==> config.mk <==
export PLATFORM = sky130hd
export DESIGN_NAME = pkg_write_controller_flat
export DESIGN_NICKNAME = d
export VERILOG_FILES = /design/src/rtl/pkg_write_controller_pkg.sv /design/src/rtl/pkg_write_controller_if.sv /design/src/rtl/pkg_write_stat.sv /design/src/rtl/pkg_write_controller.sv /design/src/flat_wrapper.sv
export SDC_FILE = /design/constraint.sdc
export NUM_CORES = 1
export LEC_CHECK = 0
export ABC_AREA = 1
export BUFFER_PORTS_ARGS = -buffer_cell sky130_fd_sc_hd__buf_2
export CORE_MARGIN = 4
export CORE_UTILIZATION = 35
export CTS_CLUSTER_SIZE = 28
export DETAILED_ROUTE_END_ITERATION = 6
export GPL_ROUTABILITY_DRIVEN = 0
export HOLD_SLACK_MARGIN = 0.02
export PLACE_DENSITY = 0.66
export SLEW_MARGIN = 10
export SYNTH_ARGS = -nofsm -noshare
export SYNTH_HDL_FRONTEND = slang
export SYNTH_SLANG_ARGS = --single-unit
==> constraint.sdc <==
create_clock -name clk -period 1.1 [get_ports clk]
set_input_delay 0.055 -clock clk [delete_from_list [all_inputs] [get_ports clk]]
set_output_delay 0.055 -clock clk [all_outputs]
set_load 0.02 [all_outputs]
==> src/rtl/pkg_write_controller_pkg.sv <==
// Shared definitions for the packet-buffer write side.
//
// Holds the write-controller state encoding and the default widths used by
// the controller, the table manager and the address manager.
//
// Optional feature macro used elsewhere in this slice: PKG_WRITE_STAT_EN.
package pkg_write_controller_pkg;

  localparam int DEF_ADDR_PAGE_NUM_LOG = 4;
  localparam int DEF_PAGE_WORD_LOG     = 2;
  localparam int DEF_DATA_WIDTH        = 8;

  typedef enum logic [1:0] {
    IDLE   = 2'd0,
    WRITE  = 2'd1,
    COMMIT = 2'd2,
    FETCH  = 2'd3
  } state_e;

endpackage

==> src/rtl/pkg_write_controller_if.sv <==
// Bus bundle between the write controller and its neighbours.
//
// Groups the upstream word stream, the free-address table pop port, the data
// table push port, the packet RAM write port and the packet-done pulse.
//   master : the write controller (drives in_ready, table pulses, RAM port,
//            pkg_done)
//   slave  : the environment (drives the word stream and free-table head)
//
// Stream handshake: a word (in_data, in_last) transfers on a rising clock
// edge where in_valid and in_ready are both high; in_valid may drop at any
// time and in_ready only rises while the controller owns a page.
interface pkg_write_controller_if
  import pkg_write_controller_pkg::*;
#(
  parameter int ADDR_PAGE_NUM_LOG = DEF_ADDR_PAGE_NUM_LOG,
  parameter int PAGE_WORD_LOG     = DEF_PAGE_WORD_LOG,
  parameter int ADDR_WIDTH        = ADDR_PAGE_NUM_LOG + PAGE_WORD_LOG,
  parameter int DATA_WIDTH        = DEF_DATA_WIDTH
);

  logic                         in_valid;
  logic [DATA_WIDTH-1:0]        in_data;
  logic                         in_last;
  logic                         in_ready;
  logic                         free_table_empty;
  logic [ADDR_PAGE_NUM_LOG-1:0] free_table_read_addr;
  logic                         free_table_read_req;
  logic                         data_table_write_req;
  logic [ADDR_PAGE_NUM_LOG-1:0] data_table_write_addr;
  logic                         ram_write_en;
  logic [ADDR_WIDTH-1:0]        ram_write_addr;
  logic [DATA_WIDTH-1:0]        ram_write_data;
  logic                         pkg_done;

  modport master (
    input  in_valid, in_data, in_last, free_table_empty, free_table_read_addr,
    output in_ready, free_table_read_req, data_table_write_req,
           data_table_write_addr, ram_write_en, ram_write_addr,
           ram_write_data, pkg_done
  );

  modport slave (
    output in_valid, in_data, in_last, free_table_empty, free_table_read_addr,
    input  in_ready, free_table_read_req, data_table_write_req,
           data_table_write_addr, ram_write_en, ram_write_addr,
           ram_write_data, pkg_done
  );

endinterface

==> src/rtl/pkg_write_stat.sv <==
// Packet and page statistics counters for the write controller.
//
// Ports:
//   clk, rst          : clock, asynchronous active-high reset
//   pkg_done_i        : one pulse per completed packet
//   page_commit_i     : one pulse per page pushed to the data table
//   stat_pkg_cnt_o    : completed packets, wraps 16'hFFFF -> 0
//   stat_page_cnt_o   : committed pages, wraps 16'hFFFF -> 0
//
// Only instantiated when PKG_WRITE_STAT_EN is defined.
module pkg_write_stat (
  input  logic        clk,
  input  logic        rst,
  input  logic        pkg_done_i,
  input  logic        page_commit_i,
  output logic [15:0] stat_pkg_cnt_o,
  output logic [15:0] stat_page_cnt_o
);

  logic [15:0] pkg_cnt_q, pkg_cnt_d;
  logic [15:0] page_cnt_q, page_cnt_d;

  // Natural 16-bit overflow gives the wrap to zero.
  always_comb begin
    pkg_cnt_d  = pkg_cnt_q;
    page_cnt_d = page_cnt_q;
    if (pkg_done_i)    pkg_cnt_d  = pkg_cnt_q + 16'd1;
    if (page_commit_i) page_cnt_d = page_cnt_q + 16'd1;
  end

  always_ff @(posedge clk or posedge rst) begin
    if (rst) begin
      pkg_cnt_q  <= '0;
      page_cnt_q <= '0;
    end else begin
      pkg_cnt_q  <= pkg_cnt_d;
      page_cnt_q <= page_cnt_d;
    end
  end

  assign stat_pkg_cnt_o  = pkg_cnt_q;
  assign stat_page_cnt_o = page_cnt_q;

endmodule

==> src/rtl/pkg_write_controller.sv <==
// Upstream write-side controller for the linked-list packet buffer.
//
// Pops a free page, streams packet words into RAM at {page, offset} with
// zero-cycle latency, and pushes each filled (or packet-final) page into the
// data table. A packet spanning several pages costs two bubble cycles per
// page boundary (COMMIT, FETCH).
//
// Ports:
//   clk, rst        : clock, asynchronous active-high reset
//   bus (master)    : word stream, free/data table ports, RAM port, pkg_done
//   state_o         : current FSM state, for observation
//   stat_pkg_cnt,
//   stat_page_cnt   : statistics, present only with PKG_WRITE_STAT_EN
//
// Configuration macro: PKG_WRITE_STAT_EN adds the statistics counters.
module pkg_write_controller
  import pkg_write_controller_pkg::*;
#(
  parameter int ADDR_PAGE_NUM_LOG = DEF_ADDR_PAGE_NUM_LOG,
  parameter int PAGE_WORD_LOG     = DEF_PAGE_WORD_LOG,
  parameter int ADDR_WIDTH        = ADDR_PAGE_NUM_LOG + PAGE_WORD_LOG,
  parameter int DATA_WIDTH        = DEF_DATA_WIDTH
) (
  input  logic                  clk,
  input  logic                  rst,
  pkg_write_controller_if.master bus,
`ifdef PKG_WRITE_STAT_EN
  output logic [15:0]           stat_pkg_cnt,
  output logic [15:0]           stat_page_cnt,
`endif
  output state_e                state_o
);

  localparam logic [PAGE_WORD_LOG-1:0] OFFSET_MAX = {PAGE_WORD_LOG{1'b1}};

  state_e                       state_q, state_d;
  logic [ADDR_PAGE_NUM_LOG-1:0] page_q, page_d;
  logic [PAGE_WORD_LOG-1:0]     offset_q, offset_d;
  logic                         last_q, last_d;
  logic                         pkg_done_q;

  logic                         in_ready;
  logic                         free_req;
  logic                         dt_req;
  logic                         ram_we;
  logic [ADDR_WIDTH-1:0]        ram_addr;

  always_comb begin
    state_d  = state_q;
    page_d   = page_q;
    offset_d = offset_q;
    last_d   = last_q;
    in_ready = 1'b0;
    free_req = 1'b0;
    dt_req   = 1'b0;
    ram_we   = 1'b0;
    unique case (state_q)
      IDLE: begin
        // A page is only claimed once a packet is actually offered.
        if (bus.in_valid && !bus.free_table_empty) begin
          free_req = 1'b1;
          page_d   = bus.free_table_read_addr;
          offset_d = '0;
          state_d  = WRITE;
        end
      end
      WRITE: begin
        in_ready = 1'b1;
        if (bus.in_valid) begin
          ram_we   = 1'b1;
          offset_d = offset_q + PAGE_WORD_LOG'(1);
          // Last word landing on the final offset is a single packet-end commit.
          if (bus.in_last || offset_q == OFFSET_MAX) begin
            last_d  = bus.in_last;
            state_d = COMMIT;
          end
        end
      end
      COMMIT: begin
        dt_req  = 1'b1;
        state_d = last_q ? IDLE : FETCH;
      end
      FETCH: begin
        // Continuation page is fetched without waiting for in_valid.
        if (!bus.free_table_empty) begin
          free_req = 1'b1;
          page_d   = bus.free_table_read_addr;
          offset_d = '0;
          state_d  = WRITE;
        end
      end
      default: state_d = IDLE;
    endcase
  end

  always_ff @(posedge clk or posedge rst) begin
    if (rst) begin
      state_q    <= IDLE;
      page_q     <= '0;
      offset_q   <= '0;
      last_q     <= 1'b0;
      pkg_done_q <= 1'b0;
    end else begin
      state_q    <= state_d;
      page_q     <= page_d;
      offset_q   <= offset_d;
      last_q     <= last_d;
      pkg_done_q <= (state_q == COMMIT) && last_q;
    end
  end

  assign ram_addr = {page_q, offset_q};

  // The IDLE pop is combinational from in_valid, so it is masked during reset
  // to keep every output low while rst is held.
  assign bus.in_ready              = in_ready;
  assign bus.free_table_read_req   = free_req && !rst;
  assign bus.data_table_write_req  = dt_req;
  assign bus.data_table_write_addr = page_q;
  assign bus.ram_write_en          = ram_we;
  assign bus.ram_write_addr        = ram_addr;
  assign bus.ram_write_data        = ram_we ? bus.in_data : '0;
  assign bus.pkg_done              = pkg_done_q;
  assign state_o                   = state_q;

`ifdef PKG_WRITE_STAT_EN
  pkg_write_stat u_stat (
    .clk             (clk),
    .rst             (rst),
    .pkg_done_i      (pkg_done_q),
    .page_commit_i   (dt_req),
    .stat_pkg_cnt_o  (stat_pkg_cnt),
    .stat_page_cnt_o (stat_page_cnt)
  );
`endif

endmodule

==> src/flat_wrapper.sv <==
// flat-port wrapper written by rule: the top's interface ports become plain ports
module pkg_write_controller_flat import pkg_write_controller_pkg::*;
#(
  parameter int ADDR_PAGE_NUM_LOG = DEF_ADDR_PAGE_NUM_LOG,
  parameter int PAGE_WORD_LOG     = DEF_PAGE_WORD_LOG,
  parameter int ADDR_WIDTH        = ADDR_PAGE_NUM_LOG + PAGE_WORD_LOG,
  parameter int DATA_WIDTH        = DEF_DATA_WIDTH
)
  (clk, rst, state_o, bus_in_valid, bus_in_data, bus_in_last, bus_free_table_empty, bus_free_table_read_addr, bus_in_ready, bus_free_table_read_req, bus_data_table_write_req, bus_data_table_write_addr, bus_ram_write_en, bus_ram_write_addr, bus_ram_write_data, bus_pkg_done);
  pkg_write_controller_if #(.ADDR_PAGE_NUM_LOG(ADDR_PAGE_NUM_LOG), .PAGE_WORD_LOG(PAGE_WORD_LOG), .ADDR_WIDTH(ADDR_WIDTH), .DATA_WIDTH(DATA_WIDTH)) bus_i ();
  input  logic clk;
  input  logic rst;
  output state_e state_o;
  input wire logic [$bits(bus_i.in_valid)-1:0] bus_in_valid;
  input wire logic [$bits(bus_i.in_data)-1:0] bus_in_data;
  input wire logic [$bits(bus_i.in_last)-1:0] bus_in_last;
  input wire logic [$bits(bus_i.free_table_empty)-1:0] bus_free_table_empty;
  input wire logic [$bits(bus_i.free_table_read_addr)-1:0] bus_free_table_read_addr;
  output wire logic [$bits(bus_i.in_ready)-1:0] bus_in_ready;
  output wire logic [$bits(bus_i.free_table_read_req)-1:0] bus_free_table_read_req;
  output wire logic [$bits(bus_i.data_table_write_req)-1:0] bus_data_table_write_req;
  output wire logic [$bits(bus_i.data_table_write_addr)-1:0] bus_data_table_write_addr;
  output wire logic [$bits(bus_i.ram_write_en)-1:0] bus_ram_write_en;
  output wire logic [$bits(bus_i.ram_write_addr)-1:0] bus_ram_write_addr;
  output wire logic [$bits(bus_i.ram_write_data)-1:0] bus_ram_write_data;
  output wire logic [$bits(bus_i.pkg_done)-1:0] bus_pkg_done;
  assign bus_i.in_valid = bus_in_valid;
  assign bus_i.in_data = bus_in_data;
  assign bus_i.in_last = bus_in_last;
  assign bus_i.free_table_empty = bus_free_table_empty;
  assign bus_i.free_table_read_addr = bus_free_table_read_addr;
  assign bus_in_ready = bus_i.in_ready;
  assign bus_free_table_read_req = bus_i.free_table_read_req;
  assign bus_data_table_write_req = bus_i.data_table_write_req;
  assign bus_data_table_write_addr = bus_i.data_table_write_addr;
  assign bus_ram_write_en = bus_i.ram_write_en;
  assign bus_ram_write_addr = bus_i.ram_write_addr;
  assign bus_ram_write_data = bus_i.ram_write_data;
  assign bus_pkg_done = bus_i.pkg_done;
  pkg_write_controller #(.ADDR_PAGE_NUM_LOG(ADDR_PAGE_NUM_LOG), .PAGE_WORD_LOG(PAGE_WORD_LOG), .ADDR_WIDTH(ADDR_WIDTH), .DATA_WIDTH(DATA_WIDTH)) u_core (.clk(clk), .rst(rst), .bus(bus_i), .state_o(state_o));
endmodule
==> results.yml <==
synthesis:
  synth_area_leaders: "dfrtp_1 34%, nand2_1 13%, ha_1 12%"
  syn-num-nets: 128
  synth.largest_area_cell: "dfrtp_1"
  synth_area_um2: 741
  avgSynthCellArea_um2: 7.12
  ys_types: 20
  yosysSeqAreaShare: 0.338
  syn_inst: 104
  synth_top_area_share: 0.338
  ys_ff_latch: 10
  synth_warnings: 0
cts:
  clkLatencyLatePin_ns: 0.27
  cts_made_buffers: 3
  cts_tree: "yes"
  clockRootBuffer: "clkbuf_4"
  cts.sinks: 10
  cts.path.max_buffers: 2
  clk_pin_slew_ns: 0.07
  h-tree-depth: 1
timing:
  setup_ws_ns: -0.371
  worst_pin_slew_ns: 0.471
  min_period_over_period: 1.34
  hold_violations: 0
  period_needed_ns: 1.47
  finalMaxSlewViolations: 0
  max_slew_margin: 0.685
  rsz0062_at_grt: "true"
  fmax_mhz: 680
  fin_skew_ns: 0.0107
  setup_violations: 23
power_and_ir_drop:
  pwr-share-comb: 0.729
  internal_power_mw: 1.83
  ir_drop_mv: 1.76
  powerDensity_nw_per_um2: 2590
  p_leak_nw: 0.755
  switchingPower_mw: 1.69
  p_seq_frac: 0.194
  clkPwrFrac: 0.077
  power.total_mw: 3.51
  switching_share: 0.480
global_route:
  antenna_found_initial: 0
  grt_pass1_wl_mm: 3.39
  grt_max_degree: 12
  first_global_vias: 810
  grt_use_met2: 0.306
  grt_overflow: 0
  busiest_layer: "met2"
  grt.total_usage: 0.165
  met1_usage: 0.174
  use_met3: 0.0277
cells_and_area:
  final_cell_mix: "27 x buf_2, 25 x nand2_1, 17 x inv_1, 13 x buf_4, 12 x buf_6"
  final_cell_area_um2: 1360
  nNetsFinal: 184
  diodes: 0
  area_growth_pct: 83.1
  drive_above_1_share: 0.553
  fillers: 155
  stdcell_count: 186
  layout_commonest_cell: "buf_2"
critical_path:
  reg2reg_setup_slack_ns: -0.29
  critPathRequiredTime_ns: 1.04
  r2r-start: "u_core.state_o[0]"
  reg2reg_to: "u_core.offset_q[0]"
  endpoint_kind: "output port"
  start_kind: "flip-flop"
  crit_type: "flip-flop to output port"
  worstPathMaxFanout: 4
  r2r_cells: 8
  arrival_ns: 1.42
worst_hold_path:
  min_from: "bus_free_table_read_addr[3]"
  whs_path_depth: 3
  holdPathEnd: "u_core.bus.data_table_write_addr[3]"
  min_path_type: "input pin to flip-flop"
routing:
  vias: 825
  routedWlPerCell_um: 11.8
  routed_wl_mm: 2.19
  drtIter0Drc: 6
  antenna_left: 0
  viasPerCell: 4.44
  drc: 0
  drt_first_pass_iters: 4
die:
  io-pin-count: 42
  initial_core_util: 0.374
  core_um2: 1980
  fp.dieH_um: 54.0
  die_x_um: 54.0
  die_area_um2: 2920
  std_cell_rows: 16
job:
  cap_viol_max_count: 0
place:
  place_inst: 176
  io_buffers: 41
  hpwl_mm: 1.66
  place_area_um2: 1140
run_status:
  violations: "setup timing"
  status: "finished with violations"
==> kinds of logic (layout without fill, tap and decap cells) <==
kind of cell,count (synthesis),after routing,synth area share
compound gates,5,5,0.0372
fa+ha+maj,7,7,0.118
buf+inv,29,84,0.179
flops,10,10,0.338
simple gates,53,53,0.328
==> metrics by stage <==
step                      worst slack (ns)  utilization  setup TNS, ns  hold slack (ns)
after floorplan                     -0.165            -          -2.32           -0.105
after global placement              -0.175        0.576          -2.57           0.0945
after detailed placement            -0.185        0.576          -3.02           0.0892
after CTS                           -0.372        0.660          -5.70           0.0231
after global routing                -0.440        0.684          -7.63           0.0357
final                               -0.371        0.684          -6.22           0.0194
==> Yosys cell counts (all sizes together) <==
library cell / number
a21boi: 1
a21oi: 1
buf: 6
dfrtp: 10
ha: 7
inv: 23
nand2: 28
nand3: 7
nand4: 3
nor2: 14
nor4: 1
o21ai: 3
==> worst max-delay path, stage by stage, from the launching register on <==
cell and delay [ns]:
dfrtp_2 0.44, inv_4 0.09, ha_4 0.16, nand2_4 0.08, clkbuf_16 0.17, nor2_4 0.08
buf_6 0.12
==> power by group through the flow <==
stage | Combinational [mW] | Clock (mW) | Sequential (mW)
after floorplan | 1.39 | 0 | 0.855
after global placement | 2.14 | 0 | 0.657
after detailed placement | 2.19 | 0 | 0.672
after global routing | 2.79 | 0.291 | 0.702
final | 2.56 | 0.272 | 0.681
after CTS | 2.42 | 0.271 | 0.673
==> metal layers <==
metal | share of wire | wire length (um) | vias to the layer above
li1 | - | - | 420
met5 | 0 | 0 | -
met4 | 0.019 | 42 | 0
met2 | 0.50 | 1100 | 37
met1 | 0.39 | 851 | 364
met3 | 0.087 | 191 | 4
==> worst max path at each step <==
stage                            from                       to  slack (ns)  cells after the start
floorplan           u_core.state_o[0]  bus_free_table_read_req       -0.16                      3
global placement    u_core.state_o[0]        u_core.state_o[1]       -0.18                      7
detailed placement  u_core.state_o[1]    bus_ram_write_data[0]       -0.18                      6
CTS                 u_core.state_o[0]  bus_free_table_read_req       -0.37                      4
global route        u_core.state_o[0]  bus_free_table_read_req       -0.44                      4
finish              u_core.state_o[1]    bus_ram_write_data[0]       -0.37                      6
==> sequential cells by signal (all words and copies together) (netlist names) <==
signal,flops
u_core.offset_q,2
u_core.bus.pkg_done,1
u_core.bus.data_table_write_addr,4
u_core.state_o,2
u_core.last_q,1
==> what timing repair did <==
| item | CTS | global route |
|---|---|---|
| endpoints found under the hold margin | 12 | 0 |
| gates resized for setup | 28 | 7 |
| gates cloned | 0 | 1 |
| pin swaps | 3 | 1 |
| hold buffers | 3 | 0 |
| buffers inserted | 1 | 1 |
| setup endpoints to repair | 22 | 24 |
==> final cells by class <==
| class | count | area, um2 | area share |
|---|---|---|---|
| repair buffers | 57 | 443 | 0.327 |
| well taps | 27 | 33.8 | 0.0249 |
| multi-input cells | 65 | 507 | 0.374 |
| clock buffers | 4 | 26.3 | 0.0194 |
| flip-flops and latches | 10 | 253 | 0.186 |
| inverters | 23 | 93.8 | 0.0692 |
(Power assumes the default switching activity.)
